==> src/rtl/vga_pkg.sv <==
// Default raster timing constants for the VGA display path (640x480 @ 60 Hz,
// 25 MHz pixel clock). Sprite mappers reuse these for their scaling math.
package vga_pkg;

  localparam int H_ACTIVE = 640;
  localparam int H_FP     = 16;
  localparam int H_SYNC   = 96;
  localparam int H_BP     = 48;
  localparam int H_TOTAL  = H_ACTIVE + H_FP + H_SYNC + H_BP;

  localparam int V_ACTIVE = 480;
  localparam int V_FP     = 10;
  localparam int V_SYNC   = 2;
  localparam int V_BP     = 33;
  localparam int V_TOTAL  = V_ACTIVE + V_FP + V_SYNC + V_BP;

  // Sync pulse windows: [start, end)
  localparam int H_SYNC_START = H_ACTIVE + H_FP;
  localparam int H_SYNC_END   = H_SYNC_START + H_SYNC;
  localparam int V_SYNC_START = V_ACTIVE + V_FP;
  localparam int V_SYNC_END   = V_SYNC_START + V_SYNC;

  localparam int CNT_W = 10;
  typedef logic [CNT_W-1:0] cnt_t;

  // True when lo <= val < hi.
  function automatic logic in_window(cnt_t val, cnt_t lo, cnt_t hi);
    return (val >= lo) && (val < hi);
  endfunction

endpackage

==> src/rtl/vga_delay_line.sv <==
// Fixed-depth register pipeline with asynchronous active-low reset to a
// parameterised value. DEPTH=0 degenerates to a plain wire.
module vga_delay_line #(
  parameter int                 WIDTH     = 1,
  parameter int                 DEPTH     = 1,
  parameter logic [WIDTH-1:0]   RESET_VAL = '1
) (
  input  logic             vga_clk,
  input  logic             reset_n,
  input  logic [WIDTH-1:0] din,
  output logic [WIDTH-1:0] dout
);

  generate
    if (DEPTH == 0) begin : g_bypass
      logic unused_clk_rst_s;
      assign unused_clk_rst_s = vga_clk ^ reset_n;
      assign dout = din;
    end else begin : g_pipe
      logic [WIDTH-1:0] stage_r [DEPTH];

      // Shift din through DEPTH stages; reset loads RESET_VAL everywhere.
      always_ff @(posedge vga_clk or negedge reset_n) begin
        if (!reset_n) begin
          for (int i = 0; i < DEPTH; i++) begin
            stage_r[i] <= RESET_VAL;
          end
        end else begin
          stage_r[0] <= din;
          for (int i = 1; i < DEPTH; i++) begin
            stage_r[i] <= stage_r[i-1];
          end
        end
      end

      assign dout = stage_r[DEPTH-1];
    end
  endgenerate

endmodule

==> src/rtl/vga_timing_gen.sv <==
// VGA raster timing source: scan counters, active-video qualifier and
// active-low syncs delayed to match the mappers' RGB latency.
// Optional macro VGA_FRAME_CNT_EN adds an 8-bit frame_count output used for
// sprite animation stepping.
module vga_timing_gen #(
  parameter int H_ACTIVE   = vga_pkg::H_ACTIVE,
  parameter int H_FP       = vga_pkg::H_FP,
  parameter int H_SYNC     = vga_pkg::H_SYNC,
  parameter int H_BP       = vga_pkg::H_BP,
  parameter int V_ACTIVE   = vga_pkg::V_ACTIVE,
  parameter int V_FP       = vga_pkg::V_FP,
  parameter int V_SYNC     = vga_pkg::V_SYNC,
  parameter int V_BP       = vga_pkg::V_BP,
  parameter int SYNC_DELAY = 2
) (
  input  logic       vga_clk,
  input  logic       reset_n,
  output logic [9:0] DrawX,
  output logic [9:0] DrawY,
  output logic       blank,
  output logic       hs_d,
  output logic       vs_d,
  output logic       blank_d,
  output logic       frame_start,
`ifdef VGA_FRAME_CNT_EN
  output logic [7:0] frame_count,
`endif
  output logic       line_start
);

  localparam int H_TOTAL = H_ACTIVE + H_FP + H_SYNC + H_BP;
  localparam int V_TOTAL = V_ACTIVE + V_FP + V_SYNC + V_BP;

  localparam logic [9:0] H_LAST   = 10'(H_TOTAL - 1);
  localparam logic [9:0] V_LAST   = 10'(V_TOTAL - 1);
  localparam logic [9:0] H_ACT    = 10'(H_ACTIVE);
  localparam logic [9:0] V_ACT    = 10'(V_ACTIVE);
  localparam logic [9:0] H_SS     = 10'(H_ACTIVE + H_FP);
  localparam logic [9:0] H_SE     = 10'(H_ACTIVE + H_FP + H_SYNC);
  localparam logic [9:0] V_SS     = 10'(V_ACTIVE + V_FP);
  localparam logic [9:0] V_SE     = 10'(V_ACTIVE + V_FP + V_SYNC);

  logic [9:0] hc_r;
  logic [9:0] vc_r;
  logic       line_start_r;
  logic       frame_start_r;
  logic       blank_s;
  logic       hs_s;
  logic       vs_s;
  logic [2:0] dly_in_s;
  logic [2:0] dly_out_s;

  // Scan counters plus wrap flags; flags are set on the wrapping edge so they
  // line up with the (0,y)/(0,0) cycle, never with the post-reset start.
  always_ff @(posedge vga_clk or negedge reset_n) begin
    if (!reset_n) begin
      hc_r          <= 10'd0;
      vc_r          <= 10'd0;
      line_start_r  <= 1'b0;
      frame_start_r <= 1'b0;
    end else if (hc_r == H_LAST) begin
      hc_r         <= 10'd0;
      line_start_r <= 1'b1;
      if (vc_r == V_LAST) begin
        vc_r          <= 10'd0;
        frame_start_r <= 1'b1;
      end else begin
        vc_r          <= vc_r + 10'd1;
        frame_start_r <= 1'b0;
      end
    end else begin
      hc_r          <= hc_r + 10'd1;
      line_start_r  <= 1'b0;
      frame_start_r <= 1'b0;
    end
  end

`ifdef VGA_FRAME_CNT_EN
  logic [7:0] frame_cnt_r;

  // Frame counter steps together with the frame_start flag, wrapping 255->0.
  always_ff @(posedge vga_clk or negedge reset_n) begin
    if (!reset_n) begin
      frame_cnt_r <= 8'd0;
    end else if ((hc_r == H_LAST) && (vc_r == V_LAST)) begin
      frame_cnt_r <= frame_cnt_r + 8'd1;
    end else begin
      frame_cnt_r <= frame_cnt_r;
    end
  end

  assign frame_count = frame_cnt_r;
`endif

  // Raw, zero-latency video qualifier and active-low syncs from the counters.
  always_comb begin
    blank_s  = (hc_r < H_ACT) && (vc_r < V_ACT);
    hs_s     = ~vga_pkg::in_window(hc_r, H_SS, H_SE);
    vs_s     = ~vga_pkg::in_window(vc_r, V_SS, V_SE);
    dly_in_s = {hs_s, vs_s, blank_s};
  end

  vga_delay_line #(
    .WIDTH     (3),
    .DEPTH     (SYNC_DELAY),
    .RESET_VAL (3'b111)
  ) u_sync_dly (
    .vga_clk (vga_clk),
    .reset_n (reset_n),
    .din     (dly_in_s),
    .dout    (dly_out_s)
  );

  assign DrawX       = hc_r;
  assign DrawY       = vc_r;
  assign blank       = blank_s;
  assign hs_d        = dly_out_s[2];
  assign vs_d        = dly_out_s[1];
  assign blank_d     = dly_out_s[0];
  assign frame_start = frame_start_r;
  assign line_start  = line_start_r;

endmodule

==> config.mk <==
export PLATFORM = sky130hd
export DESIGN_NAME = vga_timing_gen
export DESIGN_NICKNAME = d
export VERILOG_FILES = /design/src/rtl/vga_pkg.sv /design/src/rtl/vga_delay_line.sv /design/src/rtl/vga_timing_gen.sv
export SDC_FILE = /design/constraint.sdc
export NUM_CORES = 1
export LEC_CHECK = 0
export CAP_MARGIN = 5
export CORE_MARGIN = 2
export CORE_UTILIZATION = 45
export DETAILED_ROUTE_END_ITERATION = 10
export HOLD_SLACK_MARGIN = 0.08
export PLACE_DENSITY = 0.74
export SYNTH_ARGS = -nofsm -noshare
export SYNTH_HDL_FRONTEND = slang
export SYNTH_SLANG_ARGS = --single-unit
==> constraint.sdc <==
create_clock -name vga_clk -period 1.42 [get_ports vga_clk]
set_input_delay 0.284 -clock vga_clk [delete_from_list [all_inputs] [get_ports vga_clk]]
set_output_delay 0.284 -clock vga_clk [all_outputs]
set_load 0.005 [all_outputs]
==> impl_metrics.yaml <==
cts:
  cts_tree: "built"
  max-clock-path-buffers: 2
  clock_sinks: 28
  cts_inserted_buffers: 3
  clock_latency_ns: 0.33
  cts_max_level: 1
  cts-hold-fix-buffers: 0
  clkTransAtPathRegs_ns: 0.15
  cts-root-buf: "clkbuf_4"
place:
  hpwl_um: 2386
  placed_area_um2: 1897
  place_inst: 199
  port-buffer-count: 27
  pre_cts_ws_ns: -0.2467
  gp_congestion: 0.7961
timing:
  rsz0062_at_grt: "yes"
  max_freq_mhz: 583.5
  setup_viol: 24
  fin_crit_ns: 1.714
  hold_viol: 0
  clock_skew_ns: 0.006269
  timing.final.ws_setup_ns: -0.2938
  slew_headroom_pct: 75.48
  tightest_slew_ns: 0.3627
  slew_violations: 0
  hold_ws_ns: 0.2871
  min_period_over_period_pct: 120.7
  setup_tns_ns: -3.853
power_and_ir_drop:
  total_power_mw: 1.218
  power_leakage_nw: 1.162
  p_per_area_nw_per_um2: 502.9
  ir_drop_mv: 0.4769
detailed_routing:
  finalWirelength_um: 4636
  route.detailed.drc: 2
  detail_route.iter0.violations: 44
  via_per_inst: 5.559
  wl_per_cell_um: 19.48
  firstDrtPassIters: 7
  vias: 1323
  ant_nets: 0
yosys:
  synth-main-ff-cell: "dfrtp_1"
  synth_area_per_cell_um2: 12.09
  synth_seq_cells: 28
  ys_warn_count: 0
  ys_seq_area_share_pct: 52.75
  synth_edf_count: 0
  synth.cell_area_um2: 1343
  synth_nets: 117
  async_reset_ff_share_pct: 100.0
  ys_types: 32
  synthCells: 111
run_status:
  failed_checks: "DRC, setup timing"
  status: "finished, violations left"
finish:
  diodes: 0
  fin_util_pct: 86.35
  n_fill_cell: 121
  regArea_um2: 715.7
  drive_gt1_share_pct: 62.80
  layout.cells.non_filler: 238
  multi_input_area_um2: 735.7
  nets: 214
  stdcell_area_um2: 2422
  syn2layout_area_growth_pct: 80.43
critical_path:
  crit_fanout: 5
  worstSetupPathType: "flop to flop"
  reg2reg_slack_ns: -0.29
  critPathLaunchType: "flop"
  r2r_cells: 7
  r2r-start: "DrawY[1]"
  cp.required_ns: 1.65
  timing.rr.end: "DrawY[2]"
  critPathCaptureType: "flop"
  critical_path_arrival_ns: 1.94
global_routing:
  overflow: 0
  first_global_vias: 1320
  grt_max_degree: 29
  antenna_found_initial: 0
  grt_usage_pct: 25.52
  grt_first_pass_wirelength_um: 6348
die:
  core_area_um2: 2805
  start_util_pct: 47.86
  num_rows: 19
  die_area_um2: 3436
  die_h_um: 58.62
  die_width_um: 58.62
  ios: 28
job:
  cap_violations: 0
hold_path:
  worstHoldPathType: "input port to asynchronous set/reset pin"
[synth_stat cells, drive strengths merged (2+ instances only)]
master	n	area, µm²
xnor2	8	70.07
inv	5	18.77
o21ai	4	20.02
dfstp	6	157.7
a21oi	2	10.01
xor2	6	52.55
ha	4	50.05
and4	2	17.52
nor4	4	67.56
nor2	10	40.04
dfrtp	22	550.5
nand2	8	30.03
buf	2	22.52
or4b	2	27.53
or3	2	17.52
nand3	9	75.07
nand4	5	31.28
nor3	4	36.29
[worst max-delay path, cell delays in order, from the launching register on]
cell      delay (ns)
dfrtp_1         0.45
inv_2           0.10
ha_4            0.12
nor4bb_4        0.21
nand4_1         0.22
nor4_4          0.23
buf_4           0.21
nor2_1          0.07
[sequential cells by signal (all words and copies together) (netlist names)]
| name | flops |
|---|---|
| DrawX | 10 |
| u_sync_dly.dout | 3 |
| frame_start | 1 |
| DrawY | 10 |
| u_sync_dly.g_pipe.stage_r | 3 |
| line_start | 1 |
[metal layers]
layer | track usage (%) | up-vias | wire (µm)
li1 | - | 579 | -
met1 | 29.68 | 679 | 1839
met2 | 45.75 | 55 | 2490
met3 | 3.736 | 10 | 203
met4 | 12.66 | 0 | 102
met5 | 0 | - | 0
[report_power, final]
group	switching [mW]	internal (mW)	leakage, nW	total [mW]
Combinational	0.0163	0.00805	0.792	0.0243
Clock	0.238	0.157	0.0210	0.395
Sequential	0	0.799	0.349	0.799
Total	0.255	0.964	1.16	1.22
[logic make-up after synthesis]
| kind of cell | Yosys count | share of synthesized area [%] |
|---|---|---|
| AO/OA/AOI/OAI | 7 | 2.889 |
| flip-flops | 28 | 52.75 |
| adder cells (fa/ha/maj) | 4 | 3.728 |
| buffers and inverters | 7 | 3.076 |
| XOR/XNOR | 14 | 9.133 |
| AND/OR/NAND/NOR | 51 | 28.43 |
[area by class of cell]
class | count | share of cell area (%)
inverter | 5 | 0.7748
clock buffer | 4 | 1.498
multi-input combinational | 76 | 30.37
timing repair buffer | 94 | 36.21
tap | 31 | 1.601
sequential | 28 | 29.55
[cells in the final DEF (no fill, tap or decap), drive strengths merged]
cell type	instances
a21oi	2
a31o	1
and3	1
and4	2
buf	73
clkbuf	8
clkdlybuf4s15	8
clkdlybuf4s50	1
dfrtp	22
dfstp	6
dlygate4sd2	7
dlymetal6s2s	1
ha	4
inv	5
nand2	8
nand3	9
nand4	5
nor2	10
nor2b	1
nor3	4
nor4	4
nor4b	1
nor4bb	1
o21ai	4
or3	2
or4	1
or4b	2
xnor2	8
xor2	6
[how the worst max path moves through the flow]
stage / from / end / slack, ns / cells after the start
CTS: DrawY[1] / DrawY[4] / -0.26 / 6
detailed placement: DrawY[1] / DrawY[9] / -0.25 / 6
finish: DrawY[1] / DrawY[2] / -0.29 / 7
global placement: DrawY[1] / DrawY[9] / -0.19 / 6
global route: DrawY[0] / DrawY[2] / -0.32 / 7
floorplan: DrawX[7] / DrawY[8] / -0.14 / 5
[what timing repair did]
action                     4_1_cts  5_1_grt
pin swaps                       14        9
resized for setup               87       48
setup endpoints to repair       45       38
cloned                           0        0
buffers inserted                28       15
No activity file was read; power rests on OpenSTA's default activity.
